==> src/rtl/muldiv_unit.sv <==
// muldiv_unit: iterative RV32M multiply/divide unit.
// Shift-add multiplier and restoring divider share one 2*XLEN accumulator.
// Divide-by-zero and signed overflow complete without iterating.
module muldiv_unit #(
    parameter int XLEN  = 32,
    parameter int CNT_W = $clog2(XLEN)
) (
    input  logic            clk,
    input  logic            rst_n,
    input  logic            req_valid,
    output logic            req_ready,
    input  logic [2:0]      funct3,
    input  logic [XLEN-1:0] op_a,
    input  logic [XLEN-1:0] op_b,
    input  logic            kill,
    output logic            busy,
    output logic            done,
    output logic [XLEN-1:0] result
);
    typedef enum logic [1:0] {IDLE, CALC, DONE} state_t;

    state_t state, state_nx;

    logic [CNT_W-1:0]  cnt;
    logic [2:0]        f3;
    logic              a_neg, b_neg;
    logic [XLEN-1:0]   b_mag;
    logic [2*XLEN-1:0] acc;
    logic              done_q;

    logic              accept, last, fast;
    logic              sgn_a, sgn_b, a_sign, b_sign, div_zero, div_ovf;
    logic [XLEN-1:0]   a_in_mag, b_in_mag, fast_res;

    logic [XLEN:0]     mul_sum, div_trial;
    logic [2*XLEN-1:0] acc_nx, prod;
    logic [XLEN-1:0]   quo, rem, calc_res;

    // Handshake, sign preprocessing and fast-path detection on the request inputs
    always_comb begin
        req_ready = (state == IDLE);
        busy      = (state != IDLE);
        accept    = req_valid && req_ready && !kill;
        last      = (cnt == CNT_W'(XLEN-1));
        sgn_a     = (funct3 == 3'b001) || (funct3 == 3'b010) ||
                    (funct3 == 3'b100) || (funct3 == 3'b110);
        sgn_b     = (funct3 == 3'b001) || (funct3 == 3'b100) || (funct3 == 3'b110);
        a_sign    = sgn_a && op_a[XLEN-1];
        b_sign    = sgn_b && op_b[XLEN-1];
        a_in_mag  = a_sign ? -op_a : op_a;
        b_in_mag  = b_sign ? -op_b : op_b;
        div_zero  = funct3[2] && (op_b == '0);
        div_ovf   = funct3[2] && !funct3[0] &&
                    (op_a == {1'b1, {(XLEN-1){1'b0}}}) && (op_b == '1);
        fast      = div_zero || div_ovf;
        fast_res  = '0;
        if (div_zero)
            fast_res = funct3[1] ? op_a : '1;
        else if (div_ovf)
            fast_res = funct3[1] ? '0 : op_a;
    end

    // One iteration step and final sign fix-up / result selection
    always_comb begin
        // Multiply: acc = {partial product, remaining multiplier bits}, shifted right.
        // Divide:   acc = {partial remainder, remaining dividend / quotient bits}, shifted left.
        mul_sum   = {1'b0, acc[2*XLEN-1:XLEN]} + (acc[0] ? {1'b0, b_mag} : '0);
        div_trial = acc[2*XLEN-1:XLEN-1] - {1'b0, b_mag};
        if (!f3[2])
            acc_nx = {mul_sum, acc[XLEN-1:1]};
        else if (!div_trial[XLEN])
            acc_nx = {div_trial[XLEN-1:0], acc[XLEN-2:0], 1'b1};
        else
            acc_nx = {acc[2*XLEN-2:0], 1'b0};
        prod = (a_neg ^ b_neg) ? -acc_nx : acc_nx;
        quo  = (a_neg ^ b_neg) ? -acc_nx[XLEN-1:0] : acc_nx[XLEN-1:0];
        rem  = a_neg ? -acc_nx[2*XLEN-1:XLEN] : acc_nx[2*XLEN-1:XLEN];
        case (f3)
            3'b000:         calc_res = prod[XLEN-1:0];
            3'b100, 3'b101: calc_res = quo;
            3'b110, 3'b111: calc_res = rem;
            default:        calc_res = prod[2*XLEN-1:XLEN];
        endcase
    end

    // Next-state logic
    always_comb begin
        state_nx = state;
        case (state)
            IDLE:    if (accept) state_nx = fast ? DONE : CALC;
            CALC:    if (kill) state_nx = IDLE;
                     else if (last) state_nx = DONE;
            DONE:    state_nx = IDLE;
            default: state_nx = IDLE;
        endcase
    end

    // State register
    always_ff @(posedge clk or negedge rst_n) begin
        if (!rst_n)
            state <= IDLE;
        else
            state <= state_nx;
    end

    // Operand capture, iteration datapath, result and done registers
    always_ff @(posedge clk or negedge rst_n) begin
        if (!rst_n) begin
            cnt    <= '0;
            f3     <= '0;
            a_neg  <= 1'b0;
            b_neg  <= 1'b0;
            b_mag  <= '0;
            acc    <= '0;
            result <= '0;
            done_q <= 1'b0;
        end else begin
            done_q <= 1'b0;
            if (accept) begin
                f3    <= funct3;
                a_neg <= a_sign;
                b_neg <= b_sign;
                b_mag <= b_in_mag;
                acc   <= {{XLEN{1'b0}}, a_in_mag};
                cnt   <= '0;
                if (fast) begin
                    result <= fast_res;
                    done_q <= 1'b1;
                end
            end else if (state == CALC && !kill) begin
                acc <= acc_nx;
                cnt <= cnt + CNT_W'(1);
                if (last) begin
                    result <= calc_res;
                    done_q <= 1'b1;
                end
            end
        end
    end

    // A flush arriving during the DONE cycle withdraws the pulse
    always_comb begin
        done = done_q && !kill;
    end

endmodule

==> config.mk <==
export PLATFORM = sky130hd
export DESIGN_NAME = muldiv_unit
export DESIGN_NICKNAME = d
export VERILOG_FILES = /design/src/rtl/muldiv_unit.sv
export SDC_FILE = /design/constraint.sdc
export NUM_CORES = 1
export LEC_CHECK = 0
export BUFFER_PORTS_ARGS = -buffer_cell sky130_fd_sc_hd__buf_2
export CAP_MARGIN = 0
export CELL_PAD_IN_SITES_DETAIL_PLACEMENT = 0
export CELL_PAD_IN_SITES_GLOBAL_PLACEMENT = 2
export CORE_MARGIN = 2
export CORE_UTILIZATION = 37
export CTS_CLUSTER_DIAMETER = 120
export CTS_CLUSTER_SIZE = 8
export DETAILED_ROUTE_END_ITERATION = 16
export PLACE_DENSITY = 0.88
export SETUP_SLACK_MARGIN = 0.3
export SLEW_MARGIN = 20
export SYNTH_ARGS = -nofsm -noshare
export SYNTH_HDL_FRONTEND = slang
export SYNTH_SLANG_ARGS = --single-unit
==> constraint.sdc <==
create_clock -name clk -period 6.4 [get_ports clk]
set_input_delay 0.32 -clock clk [delete_from_list [all_inputs] [get_ports clk]]
set_output_delay 0.32 -clock clk [all_outputs]
set_load 0.005 [all_outputs]
==> results of run 1 <==
-- layer usage --
layer / wire, µm / up-vias / track usage, %
met5: 0 / - / 0
met4: 1951 / 0 / 9.904
met3: 4008 / 97 / 4.458
met2: 25840 / 617 / 43.00
met1: 26010 / 7542 / 37.98
li1: - / 7377 / -
-- cell families (layout without fill, tap and decap cells) --
logic type                 after synthesis  in the layout  synth area share [%]
AOI/OAI and AO/OA                      681            681                 29.35
xor gates and xnor gates               194            194                 11.18
adders and majority gates               73             73                 6.107
buffers and inverters                  179            237                 5.020
DFF                                    141            141                 23.21
muxes                                   57             57                 3.909
other                                    0              1                     0
and+or+nand+nor                        663            663                 21.23
-- path summary, 6_finish.rpt --
| check | to | slack [ns] | cells past startpoint |
|---|---|---|---|
| worst max-delay path | result[28]$_DFFE_PN0P_ | 0.67 | 21 |
| max in group asynchronous | f3[2]$_DFFE_PN0P_ | 4.99 | 2 |
| min in group clk | f3[0]$_DFFE_PN0P_ | 0.12 | 3 |
| worst min-delay path | acc[24]$_DFFE_PN0P_ | -0.04 | 1 |
| worst min register to register | result[12]$_DFFE_PN0P_ | 0.49 | 2 |
| worst max register to register | result[28]$_DFFE_PN0P_ | 0.67 | 21 |
-- stage by stage --
stage	std cells	total power, W	hold slack, ns	instance area (µm²)	worst slack (ns)
6_report	2579	0.008976	-0.03587	16820	0.6749
4_1_cts	2578	0.008890	0.004922	16810	0.7602
5_1_grt	2578	0.009639	0.03106	16820	0.3732
3_3_place_gp	2546	0.007769	0.4602	16190	0.9491
3_5_place_dp	2547	0.007789	0.4767	16210	0.7837
2_1_floorplan	1988	0.006044	0.02441	15200	1.620
-- critical path: stages (launching register included) --
cell       delay, ns
dfrtp_1         0.44
inv_1           0.10
ha_1            0.17
inv_1           0.05
fa_1            0.42
a211oi_1        0.28
o211ai_1        0.19
a31oi_2         0.36
a21o_1          0.31
a2111oi_4       0.13
nor2_2          0.28
ha_1            0.29
and2_1          0.36
nand4_1         0.30
nand3b_1        0.32
nor2_1          0.14
buf_4           0.20
nand4_1         0.12
nor4b_1         0.36
mux2i_1         0.13
a2111oi_1       0.52
nor3_1          0.09
-- registers in the layout (all words and copies together) (netlist names), 2 cells and up --
| name | flops |
|---|---|
| acc | 64 |
| b_mag | 32 |
| result | 32 |
| cnt | 5 |
| f3 | 3 |
| state | 2 |
-- final cells by class --
class	instances	area share (%)
clock inverter	9	0.8033
multi-input combinational	1668	65.17
tap	532	3.957
inverter	65	1.450
clock buffer	22	2.760
antenna	1	0.01488
timing repair buffer	141	4.842
sequential	141	21.01
-- power breakdown --
| part | total [W] | internal (W) | switching, W |
|---|---|---|---|
| registers | 0.00160 | 0.00116 | 0.000446 |
| clock network | 0.00107 | 0.000635 | 0.000433 |
| logic | 0.00630 | 0.00232 | 0.00399 |
| total | 0.00898 | 0.00411 | 0.00487 |
-- repair_timing --
item	4_1_cts	5_1_grt
hold endpoints to repair	0	0
resized for setup	0	2
endpoints found under the setup margin	0	4
-- placed cells by master, fill, tap and decap left out, types with 17 or more instances in the layout --
cell type	Yosys	final
ha_1	71	71
o31ai_1	23	23
nand4_1	32	32
nand3_1	32	32
a21oi_1	148	148
a211oi_1	21	21
clkbuf_16	0	17
a21o_1	20	20
xnor2_1	99	98
o21ai_0	206	205
xor2_1	95	94
a22o_1	20	20
buf_2	13	104
a31oi_1	31	31
and2_1	43	43
nor3_1	50	50
dfrtp_1	141	139
o211ai_1	55	55
nor2_1	132	129
nand2_1	256	256
or3_1	23	23
inv_1	65	65
mux2i_1	43	43
buf_4	6	35
==> run_summary.xml, run 1 <==
<?xml version="1.0" encoding="UTF-8"?>
<metrics>
  <group name="routing">
    <metric name="drcViolationCount" unit="">0</metric>
    <metric name="drt_first_pass_iters" unit="">6</metric>
    <metric name="wire_per_inst" unit="µm">22.42</metric>
    <metric name="route.antenna.remaining_nets" unit="">0</metric>
    <metric name="vias" unit="">15630</metric>
    <metric name="detailedRoute.firstIterationViolations" unit="">1434</metric>
    <metric name="post_drt_via_cell_ratio" unit="">6.062</metric>
    <metric name="routed_wirelength" unit="mm">57.82</metric>
  </group>
  <group name="synth">
    <metric name="synth.top_cells.by_count" unit="">256 x nand2_1, 206 x o21ai_0, 148 x a21oi_1</metric>
    <metric name="yosysMostFrequentCell" unit="">nand2_1</metric>
    <metric name="number_of_enable_flip_flop_cells_after_synthesis" unit="">0</metric>
    <metric name="synth.net_count" unit="">2132</metric>
    <metric name="proportion_of_synthesized_chip_area_in_sequential_cells" unit="%">23.21</metric>
    <metric name="synth_cells" unit="">1988</metric>
    <metric name="post_synth_instance_area" unit="µm²">15200</metric>
    <metric name="synth_area_leader_cell" unit="">dfrtp_1</metric>
    <metric name="synth_flop_cell" unit="">dfrtp_1</metric>
    <metric name="synth_async_sr_flop_share" unit="%">100.0</metric>
    <metric name="yosys-top-cells-area" unit="">dfrtp_1 23%, o21ai_0 6.8%, nand2_1 6.3%</metric>
    <metric name="synth.top_cell.area_share" unit="%">23.21</metric>
    <metric name="ys_seq_elements" unit="">141</metric>
    <metric name="synth_warnings" unit="">0</metric>
    <metric name="post_synth.cell_area_avg" unit="µm²">7.647</metric>
    <metric name="synthDistinctLibCells" unit="">104</metric>
  </group>
  <group name="status">
    <metric name="violations" unit="">hold timing</metric>
    <metric name="status" unit="">finished, violations left</metric>
  </group>
  <group name="final_layout">
    <metric name="flow.area_growth_from_synthesis" unit="%">10.65</metric>
    <metric name="layout.nets" unit="">2178</metric>
    <metric name="filler_cell_count" unit="">4271</metric>
    <metric name="post-route-util" unit="%">41.29</metric>
    <metric name="ff_latch_area" unit="µm²">3533</metric>
    <metric name="layout-drive-gt1-share" unit="%">12.02</metric>
    <metric name="multiInputGateArea" unit="µm²">10960</metric>
  </group>
  <group name="timing">
    <metric name="worst_clock_skew" unit="ns">0.01372</metric>
    <metric name="finalCritPeriodShare" unit="%">89.46</metric>
    <metric name="setup_repair_after_global_routing_missed_its_margin" unit="">false</metric>
    <metric name="transition_time_of_the_tightest_slew_check_pin" unit="ns">1.109</metric>
    <metric name="max_slew_margin" unit="%">26.04</metric>
    <metric name="timing_max_transition_violations_final" unit="">0</metric>
    <metric name="final.hold.worst_slack" unit="ns">-0.03587</metric>
    <metric name="finalWorstPathRequiredPeriod" unit="ns">5.725</metric>
    <metric name="timing.fmax" unit="MHz">174.7</metric>
    <metric name="totalNegativeSetupSlack" unit="ns">0</metric>
    <metric name="finalSetupViolCount" unit="">0</metric>
    <metric name="final_hold_viol_count" unit="">7</metric>
  </group>
  <group name="worst_setup_path">
    <metric name="critical_path_peak_fanout" unit="">9</metric>
    <metric name="setup.worst_path.end_class" unit="">register</metric>
    <metric name="worst_ep_required_time" unit="ns">6.71</metric>
    <metric name="setup.worst_path.start_class" unit="">register</metric>
    <metric name="timing.critical_path.arrival" unit="ns">6.03</metric>
    <metric name="regToRegStartpoint" unit="">acc[31]$_DFFE_PN0P_</metric>
    <metric name="cp_startpoint" unit="">acc[31]$_DFFE_PN0P_</metric>
    <metric name="critical_path_class" unit="">register to register</metric>
  </group>
  <group name="grt">
    <metric name="gr-usage-all-layers" unit="%">27.41</metric>
    <metric name="grt_antenna_before_repair" unit="">0</metric>
    <metric name="number_of_global_route_vias_before_repair" unit="">14810</metric>
    <metric name="largest_net_degree_at_the_start_of_global_routing" unit="">91</metric>
    <metric name="first_pass_grt_wire_length" unit="mm">89.05</metric>
    <metric name="residual_overflow_from_global_routing" unit="">0</metric>
  </group>
  <group name="power">
    <metric name="areal_power_density_over_the_cells" unit="nW/µm²">533.6</metric>
    <metric name="vdd_ir_drop_max" unit="mV">0.2814</metric>
    <metric name="static_leakage" unit="nW">6.918</metric>
  </group>
  <group name="floorplan">
    <metric name="core_area" unit="µm²">40740</metric>
    <metric name="die_height" unit="µm">206.7</metric>
    <metric name="io-pin-count" unit="">106</metric>
    <metric name="dieArea" unit="µm²">42720</metric>
    <metric name="start_util" unit="%">37.32</metric>
    <metric name="die_x" unit="µm">206.7</metric>
    <metric name="placementRows" unit="">74</metric>
  </group>
  <group name="clock_tree">
    <metric name="cts_sinks" unit="">141</metric>
    <metric name="tritoncts.num_buffers" unit="">17</metric>
    <metric name="clock_tree.buffer_depth" unit="">2</metric>
    <metric name="cts_setup_buffers" unit="">0</metric>
    <metric name="cts-hold-fix-buffers" unit="">0</metric>
    <metric name="tritoncts" unit="">built</metric>
    <metric name="root_buf_cell" unit="">clkbuf_16</metric>
    <metric name="worst_setup_hold_path_clk_slew" unit="ns">0.07</metric>
    <metric name="cts_max_level" unit="">4</metric>
    <metric name="clock_insertion_delay_worst_skew" unit="ns">0.45</metric>
  </group>
  <group name="place">
    <metric name="finalWeightedCongestion" unit="">0.9151</metric>
    <metric name="dp.final_hpwl" unit="mm">44.79</metric>
    <metric name="port_buffers" unit="">105</metric>
  </group>
  <group name="hold_path">
    <metric name="worst_hold_path_type" unit="">primary input to asynchronous set/reset pin</metric>
  </group>
  <group name="job">
    <metric name="drv_cap" unit="">0</metric>
  </group>
</metrics>
No activity file was read; power rests on OpenSTA's default activity.
==> inputs of run 2 (changes only) <==
--- a/config.mk
+++ b/config.mk
@@ -15,7 +15,6 @@
 export CTS_CLUSTER_SIZE = 8
 export DETAILED_ROUTE_END_ITERATION = 16
 export PLACE_DENSITY = 0.88
-export SETUP_SLACK_MARGIN = 0.3
 export SLEW_MARGIN = 20
 export SYNTH_ARGS = -nofsm -noshare
 export SYNTH_HDL_FRONTEND = slang
==> constraint.sdc (replaced) <==
create_clock -name clk -period 6.4 [get_ports clk]
set_input_delay 0.32 -clock clk [delete_from_list [all_inputs] [get_ports clk]]
set_output_delay 0.32 -clock clk [all_outputs]
set_load 0.01 [all_outputs]
==> run 2 against run 1 <==
Against the previous run: largest power group unchanged; the flow still finishes with violations (hold timing); total power about the same; first-iteration DRC count increased by 2.7%; sequential cell count unchanged; setup slack got worse by 0.032 ns; critical path depth unchanged; critical endpoint unchanged; clock skew decreased by 0.0023 ns; via count decreased by 0.22%; critical path type unchanged; hold slack improved by 0.0039 ns; core utilization about the same.
==> run_summary.xml, run 2 (synthesis gave the netlist of run 1 again) <==
<?xml version="1.0" encoding="UTF-8"?>
<metrics>
  <group name="place">
    <metric name="finalWeightedCongestion" unit="">0.9151</metric>
    <metric name="port_buffers" unit="">105</metric>
    <metric name="dp_cells" unit="">2547</metric>
    <metric name="dp.final_hpwl" unit="mm">44.79</metric>
  </group>
  <group name="grt">
    <metric name="largest_net_degree_at_the_start_of_global_routing" unit="">91</metric>
    <metric name="residual_overflow_from_global_routing" unit="">0</metric>
    <metric name="grt_antenna_before_repair" unit="">0</metric>
    <metric name="gr-usage-all-layers" unit="%">27.41</metric>
    <metric name="number_of_global_route_vias_before_repair" unit="">14810</metric>
    <metric name="first_pass_grt_wire_length" unit="mm">89.05</metric>
  </group>
  <group name="clock_tree">
    <metric name="tritoncts" unit="">built</metric>
    <metric name="postCtsResizedCells" unit="">0</metric>
    <metric name="cts_setup_buffers" unit="">0</metric>
    <metric name="tritoncts.num_buffers" unit="">17</metric>
    <metric name="clock_tree.buffer_depth" unit="">2</metric>
    <metric name="clock_insertion_delay_worst_skew" unit="ns">0.45</metric>
    <metric name="cts-hold-fix-buffers" unit="">0</metric>
    <metric name="root_buf_cell" unit="">clkbuf_16</metric>
    <metric name="cts_max_level" unit="">4</metric>
    <metric name="worst_setup_hold_path_clk_slew" unit="ns">0.07</metric>
    <metric name="cts_sinks" unit="">141</metric>
  </group>
  <group name="worst_setup_path">
    <metric name="gate_family_responsible_for_the_most_delay_along_the_worst_path" unit="">simple AND/OR/NAND/NOR gates</metric>
    <metric name="critical_path.n_buffers_inverters" unit="">3</metric>
    <metric name="setup.worst_path.end_class" unit="">register</metric>
    <metric name="worstPathCellList" unit="">inv_1 -&gt; ha_1 -&gt; inv_1 -&gt; fa_1 -&gt; a211oi_1 -&gt; o211ai_1 -&gt; a31oi_2 -&gt; a21o_1 -&gt; a2111oi_4 -&gt; nor2_1 -&gt; ha_1 -&gt; and2_1 -&gt; nand4_1 -&gt; nand3b_1 -&gt; nor2_1 -&gt; buf_4 -&gt; nand4_1 -&gt; nor4b_1 -&gt; mux2i_1 -&gt; a2111oi_1 -&gt; nor3_1</metric>
    <metric name="worst_ep_required_time" unit="ns">6.71</metric>
    <metric name="critical_path_class" unit="">register to register</metric>
    <metric name="timing.critical_path.arrival" unit="ns">6.06</metric>
    <metric name="setup.worst_path.start_class" unit="">register</metric>
    <metric name="critical_path_peak_fanout" unit="">9</metric>
    <metric name="crit_slowest_cell" unit="">a2111oi_1</metric>
    <metric name="maximum_cell_stage_delay_along_the_critical_path" unit="ns">0.47</metric>
  </group>
  <group name="status">
    <metric name="status" unit="">finished, violations left</metric>
    <metric name="violations" unit="">hold timing</metric>
  </group>
  <group name="timing">
    <metric name="totalNegativeSetupSlack" unit="ns">0</metric>
    <metric name="finalCritPeriodShare" unit="%">89.95</metric>
    <metric name="finalWorstPathRequiredPeriod" unit="ns">5.757</metric>
    <metric name="final.hold.worst_slack" unit="ns">-0.03202</metric>
    <metric name="finalSetupViolCount" unit="">0</metric>
    <metric name="setup_repair_after_global_routing_missed_its_margin" unit="">false</metric>
    <metric name="timing.fmax" unit="MHz">173.7</metric>
    <metric name="final_hold_viol_count" unit="">6</metric>
    <metric name="max_slew_margin" unit="%">25.08</metric>
    <metric name="transition_time_of_the_tightest_slew_check_pin" unit="ns">1.124</metric>
    <metric name="worst_clock_skew" unit="ns">0.01138</metric>
    <metric name="timing_max_transition_violations_final" unit="">0</metric>
  </group>
  <group name="hold_path">
    <metric name="worst_hold_path_type" unit="">primary input to asynchronous set/reset pin</metric>
  </group>
  <group name="routing">
    <metric name="post_drt_via_cell_ratio" unit="">6.051</metric>
    <metric name="met2_routed_wirelength" unit="mm">26.01</metric>
    <metric name="wire_per_inst" unit="µm">22.42</metric>
    <metric name="routed-wl-met3" unit="mm">4.081</metric>
    <metric name="drt_first_pass_iters" unit="">6</metric>
    <metric name="drcViolationCount" unit="">0</metric>
    <metric name="routed_wirelength" unit="mm">57.81</metric>
    <metric name="route.antenna.remaining_nets" unit="">0</metric>
    <metric name="maxUsedRoutingLayer" unit="">met4</metric>
    <metric name="detailedRoute.firstIterationViolations" unit="">1473</metric>
    <metric name="routedLengthMet1" unit="mm">25.89</metric>
    <metric name="vias" unit="">15600</metric>
  </group>
  <group name="floorplan">
    <metric name="placementRows" unit="">74</metric>
    <metric name="io-pin-count" unit="">106</metric>
    <metric name="dieArea" unit="µm²">42720</metric>
    <metric name="start_util" unit="%">37.32</metric>
    <metric name="core_area" unit="µm²">40740</metric>
    <metric name="die_x" unit="µm">206.7</metric>
    <metric name="die_height" unit="µm">206.7</metric>
  </group>
  <group name="power">
    <metric name="power.switching_fraction" unit="%">54.27</metric>
    <metric name="static_leakage" unit="nW">6.917</metric>
    <metric name="seqPwrFrac" unit="%">17.9</metric>
    <metric name="power_frac_clock" unit="%">11.9</metric>
    <metric name="areal_power_density_over_the_cells" unit="nW/µm²">533.9</metric>
    <metric name="power.net_switching" unit="W">0.004871</metric>
    <metric name="vdd_ir_drop_max" unit="mV">0.2807</metric>
    <metric name="comb_power_share" unit="%">70.3</metric>
    <metric name="power.internal" unit="W">0.004105</metric>
  </group>
  <group name="final_layout">
    <metric name="finish.cell_count_without_fillers" unit="">2578</metric>
    <metric name="largest_register_ffs" unit="">64</metric>
    <metric name="layout-drive-gt1-share" unit="%">11.93</metric>
    <metric name="reg.largest.list" unit="">acc (64), b_mag (32), result (32)</metric>
    <metric name="layout.nets" unit="">2178</metric>
    <metric name="regMostFlops" unit="">acc</metric>
    <metric name="mostFrequentLayoutCell" unit="">nand2_1</metric>
    <metric name="most-common-layout-cells" unit="">256 x nand2_1, 205 x o21ai_0, 148 x a21oi_1</metric>
    <metric name="num_antenna_cells" unit="">0</metric>
    <metric name="flow.area_growth_from_synthesis" unit="%">10.58</metric>
  </group>
  <group name="job">
    <metric name="drv_cap" unit="">0</metric>
  </group>
</metrics>
-- run 2: cell types whose count changed in the layout (fill, tap and decap cells not counted) --
cell,before,now
nor2_1,129,130
a2111oi_1,1,2
a2111oi_2,2,1
nor2_2,4,3
diode_2,1,0
-- run 2: through the flow --
step / hold WS (ns) / utilization, % / total power (W) / cell area, µm² / worst slack (ns)
2_1_floorplan: 0.02441 / - / 0.006063 / 15200 / 1.620
3_3_place_gp: 0.4602 / 39.74 / 0.007788 / 16190 / 0.9491
3_5_place_dp: 0.4767 / 39.79 / 0.007809 / 16210 / 0.7837
4_1_cts: 0.004922 / 41.26 / 0.008909 / 16810 / 0.7602
5_1_grt: 0.03106 / 41.27 / 0.009639 / 16810 / 0.1338
6_report: -0.03202 / 41.27 / 0.008976 / 16810 / 0.6431
-- run 2: worst paths after layout --
path | startpoint | to | slack (ns) | depth (start not counted)
max | acc[31]$_DFFE_PN0P_ | result[28]$_DFFE_PN0P_ | 0.64 | 21
min | rst_n | acc[24]$_DFFE_PN0P_ | -0.03 | 1
max reg2reg | acc[31]$_DFFE_PN0P_ | result[28]$_DFFE_PN0P_ | 0.64 | 21
min reg2reg | result[12]$_DFFE_PN0P_ | result[12]$_DFFE_PN0P_ | 0.49 | 2
max in group asynchronous | rst_n | f3[2]$_DFFE_PN0P_ | 4.98 | 2
min in group clk | funct3[0] | f3[0]$_DFFE_PN0P_ | 0.13 | 3
-- run 2: area by class of cell --
| cell class | instances | area, µm² |
|---|---|---|
| Clock buffer | 22 | 464.2 |
| Clock inverter | 9 | 135.1 |
| Fill cell | 4273 | 23930 |
| Inverter | 65 | 244.0 |
| Multi-Input combinational cell | 1668 | 10950 |
| Sequential cell | 141 | 3533 |
| Tap cell | 532 | 665.6 |
| Timing Repair Buffer | 141 | 814.5 |
-- run 2: per-layer routing --
layer	up-vias	global-route usage [%]
met5	-	0
met4	0	9.904
met3	90	4.458
met2	621	43.00
met1	7522	37.98
li1	7366	-
-- run 2: power by group through the flow --
stage          registers (W)  logic, W  clock network [W]
2_1_floorplan        0.00140   0.00466                  0
3_3_place_gp         0.00159   0.00619                  0
3_5_place_dp         0.00161   0.00620                  0
4_1_cts              0.00159   0.00623            0.00108
5_1_grt              0.00164   0.00688            0.00112
6_report             0.00160   0.00631            0.00106
==> inputs of run 3 (changes only) <==
--- a/config.mk
+++ b/config.mk
@@ -9,12 +9,14 @@
 export CAP_MARGIN = 0
 export CELL_PAD_IN_SITES_DETAIL_PLACEMENT = 0
 export CELL_PAD_IN_SITES_GLOBAL_PLACEMENT = 2
+export CORE_ASPECT_RATIO = 1.2
 export CORE_MARGIN = 2
-export CORE_UTILIZATION = 37
+export CORE_UTILIZATION = 38
+export CTS_BUF_LIST = sky130_fd_sc_hd__clkbuf_8
 export CTS_CLUSTER_DIAMETER = 120
 export CTS_CLUSTER_SIZE = 8
 export DETAILED_ROUTE_END_ITERATION = 16
-export PLACE_DENSITY = 0.88
+export PLACE_DENSITY = 0.9
 export SLEW_MARGIN = 20
 export SYNTH_ARGS = -nofsm -noshare
 export SYNTH_HDL_FRONTEND = slang
==> run 3 against run 2 <==
Against the previous run: the run now ends clean; core utilization increased by 0.62 points; sequential cell count unchanged; clock power decreased by 29%; critical path depth unchanged; non-clock buffer count increased by 2; critical path type unchanged; critical endpoint is now result[30]$_DFFE_PN0P_; highest routed layer unchanged.
==> run_summary.xml, run 3 (synthesis gave the netlist of run 1 again) <==
<?xml version="1.0" encoding="UTF-8"?>
<metrics>
  <group name="clock_tree">
    <metric name="clock_insertion_delay_worst_skew" unit="ns">0.52</metric>
    <metric name="tritoncts.num_buffers" unit="">17</metric>
    <metric name="clock_tree.buffer_depth" unit="">2</metric>
    <metric name="cts_setup_buffers" unit="">0</metric>
    <metric name="postCtsResizedCells" unit="">0</metric>
    <metric name="cts_sinks" unit="">141</metric>
    <metric name="tritoncts" unit="">built</metric>
    <metric name="worst_setup_hold_path_clk_slew" unit="ns">0.09</metric>
    <metric name="root_buf_cell" unit="">clkbuf_8</metric>
    <metric name="cts-hold-fix-buffers" unit="">1</metric>
    <metric name="cts_max_level" unit="">4</metric>
  </group>
  <group name="hold_path">
    <metric name="worst_hold_path_type" unit="">primary input to register</metric>
  </group>
  <group name="power">
    <metric name="areal_power_density_over_the_cells" unit="nW/µm²">515.6</metric>
    <metric name="power.switching_fraction" unit="%">55.54</metric>
    <metric name="comb_power_share" unit="%">72.8</metric>
    <metric name="power.internal" unit="W">0.003806</metric>
    <metric name="vdd_ir_drop_max" unit="mV">0.2155</metric>
    <metric name="static_leakage" unit="nW">6.807</metric>
    <metric name="power.net_switching" unit="W">0.004755</metric>
    <metric name="power_frac_clock" unit="%">8.8</metric>
    <metric name="seqPwrFrac" unit="%">18.4</metric>
  </group>
  <group name="place">
    <metric name="dp.final_hpwl" unit="mm">44.59</metric>
    <metric name="dpl_cell_area" unit="µm²">16200</metric>
    <metric name="dp_cells" unit="">2549</metric>
    <metric name="finalWeightedCongestion" unit="">0.9169</metric>
    <metric name="port_buffers" unit="">105</metric>
  </group>
  <group name="floorplan">
    <metric name="io-pin-count" unit="">106</metric>
    <metric name="die_x" unit="µm">186.6</metric>
    <metric name="die_height" unit="µm">223.1</metric>
    <metric name="core_area" unit="µm²">39640</metric>
    <metric name="placementRows" unit="">80</metric>
    <metric name="dieArea" unit="µm²">41630</metric>
    <metric name="start_util" unit="%">38.35</metric>
  </group>
  <group name="routing">
    <metric name="vias" unit="">15360</metric>
    <metric name="post_drt_via_cell_ratio" unit="">5.952</metric>
    <metric name="routed_wirelength" unit="mm">57.03</metric>
    <metric name="detailedRoute.firstIterationViolations" unit="">1066</metric>
    <metric name="route.antenna.remaining_nets" unit="">0</metric>
    <metric name="drcViolationCount" unit="">0</metric>
    <metric name="drt_first_pass_iters" unit="">6</metric>
    <metric name="wire_per_inst" unit="µm">22.10</metric>
  </group>
  <group name="worst_setup_path">
    <metric name="setup.worst_path.start_class" unit="">register</metric>
    <metric name="timing.critical_path.arrival" unit="ns">6.16</metric>
    <metric name="worst_ep_required_time" unit="ns">6.81</metric>
    <metric name="critical_path_class" unit="">register to register</metric>
    <metric name="setup.worst_path.end_class" unit="">register</metric>
    <metric name="critical_path_peak_fanout" unit="">23</metric>
  </group>
  <group name="job">
    <metric name="drv_cap" unit="">0</metric>
  </group>
  <group name="final_layout">
    <metric name="num_antenna_cells" unit="">0</metric>
    <metric name="regMostFlops" unit="">acc</metric>
    <metric name="finish.cell_count_without_fillers" unit="">2581</metric>
    <metric name="final_cell_area" unit="µm²">16600</metric>
    <metric name="layout.nets" unit="">2180</metric>
    <metric name="reg.largest.list" unit="">acc (64), b_mag (32), result (32)</metric>
    <metric name="flow.area_growth_from_synthesis" unit="%">9.218</metric>
    <metric name="post-route-util" unit="%">41.89</metric>
    <metric name="most-common-layout-cells" unit="">256 x nand2_1, 205 x o21ai_0, 148 x a21oi_1</metric>
    <metric name="layout-drive-gt1-share" unit="%">12.01</metric>
    <metric name="filler_cell_count" unit="">4258</metric>
    <metric name="mostFrequentLayoutCell" unit="">nand2_1</metric>
    <metric name="largest_register_ffs" unit="">64</metric>
  </group>
  <group name="grt">
    <metric name="residual_overflow_from_global_routing" unit="">0</metric>
    <metric name="first_pass_grt_wire_length" unit="mm">87.82</metric>
    <metric name="grt_antenna_before_repair" unit="">0</metric>
    <metric name="gr-usage-all-layers" unit="%">27.24</metric>
    <metric name="largest_net_degree_at_the_start_of_global_routing" unit="">95</metric>
    <metric name="number_of_global_route_vias_before_repair" unit="">14970</metric>
  </group>
  <group name="timing">
    <metric name="setup_repair_after_global_routing_missed_its_margin" unit="">false</metric>
    <metric name="finalCritPeriodShare" unit="%">89.83</metric>
    <metric name="totalNegativeSetupSlack" unit="ns">0</metric>
    <metric name="max_slew_margin" unit="%">27.58</metric>
    <metric name="timing_max_transition_violations_final" unit="">0</metric>
    <metric name="finalSetupViolCount" unit="">0</metric>
    <metric name="final_hold_viol_count" unit="">0</metric>
    <metric name="finalWorstPathRequiredPeriod" unit="ns">5.749</metric>
    <metric name="transition_time_of_the_tightest_slew_check_pin" unit="ns">1.084</metric>
    <metric name="worst_clock_skew" unit="ns">0.01947</metric>
    <metric name="timing.fmax" unit="MHz">173.9</metric>
  </group>
  <group name="status">
    <metric name="status" unit="">complete, no violations</metric>
  </group>
</metrics>
-- run 3: cell count changes in the layout (fill, tap and decap cells not counted), sizes merged --
| cell | before | now |
|---|---|---|
| buf | 141 | 142 |
| bufinv | 3 | 2 |
| clkbuf | 22 | 18 |
| clkinv | 4 | 2 |
| clkinvlp | 0 | 6 |
| dlygate4sd3 | 0 | 1 |
| inv | 67 | 68 |
-- run 3: layer usage --
metal	GRT usage (%)	up-vias	share of wire, %	wire length (µm)
met3	2.454	107	4.4	2488
met1	35.07	7328	44	24860
li1	-	7403	-	-
met5	0	-	0	0
met4	14.95	0	5.2	2972
met2	45.20	524	47	26710
-- run 3: power groups by stage --
stage / registers (W) / logic (W) / clock network, W
final: 0.00157 / 0.00623 / 0.000756
after global routing: 0.00161 / 0.00680 / 0.000805
after CTS: 0.00157 / 0.00615 / 0.000777
after detailed placement: 0.00158 / 0.00609 / 0
after global placement: 0.00158 / 0.00610 / 0
after floorplan: 0.00140 / 0.00466 / 0
-- run 3: final cells by class --
class                   instances  area [µm²]  area share, %
repair buffers                143       819.5          4.936
well taps                     533       666.9          4.017
flip-flops and latches        141        3532          21.27
clock inverters                13       141.4         0.8515
clock buffers                  18       247.7          1.492
multi-input cells            1668       10950          65.96
inverters                      65       244.0          1.469
-- run 3: critical path: stages (launching register included) --
cell and delay [ns]:
dfrtp_1 0.45, inv_1 0.11, ha_1 0.16, inv_1 0.06
fa_1 0.42, a211oi_1 0.29, o211ai_1 0.18, a31oi_2 0.32
a21o_1 0.30, a211o_4 0.36, mux2i_1 0.12, a21o_1 0.29
inv_1 0.18, ha_1 0.23, inv_1 0.11, a2111oi_1 0.61
o2111ai_1 0.38, nor2_2 0.36, a31oi_1 0.14, xnor2_1 0.16
a221oi_1 0.30, o21ai_1 0.09
-- run 3: worst paths after layout --
path / startpoint / depth (start not counted) / slack [ns] / to
worst max-delay path: acc[31]$_DFFE_PN0P_ / 21 / 0.65 / result[30]$_DFFE_PN0P_
worst max register to register: acc[31]$_DFFE_PN0P_ / 21 / 0.65 / result[30]$_DFFE_PN0P_
worst min-delay path: funct3[2] / 3 / 0.07 / f3[2]$_DFFE_PN0P_
worst min register to register: result[1]$_DFFE_PN0P_ / 1 / 0.49 / result[1]$_DFFE_PN0P_
max in group asynchronous: rst_n / 3 / 4.60 / f3[2]$_DFFE_PN0P_
min in group asynchronous: rst_n / 2 / 0.47 / acc[28]$_DFFE_PN0P_
-- run 3: stage by stage --
| stage | hold WS (ns) | total power (W) | setup slack (ns) |
|---|---|---|---|
| finish | 0.07205 | 0.008561 | 0.6508 |
| global route | 0.08288 | 0.009212 | 0.2279 |
| CTS | 0.03070 | 0.008488 | 0.7380 |
| detailed placement | 0.4726 | 0.007674 | 0.7463 |
| global placement | 0.4675 | 0.007682 | 0.8641 |
| floorplan | 0.02441 | 0.006063 | 1.620 |
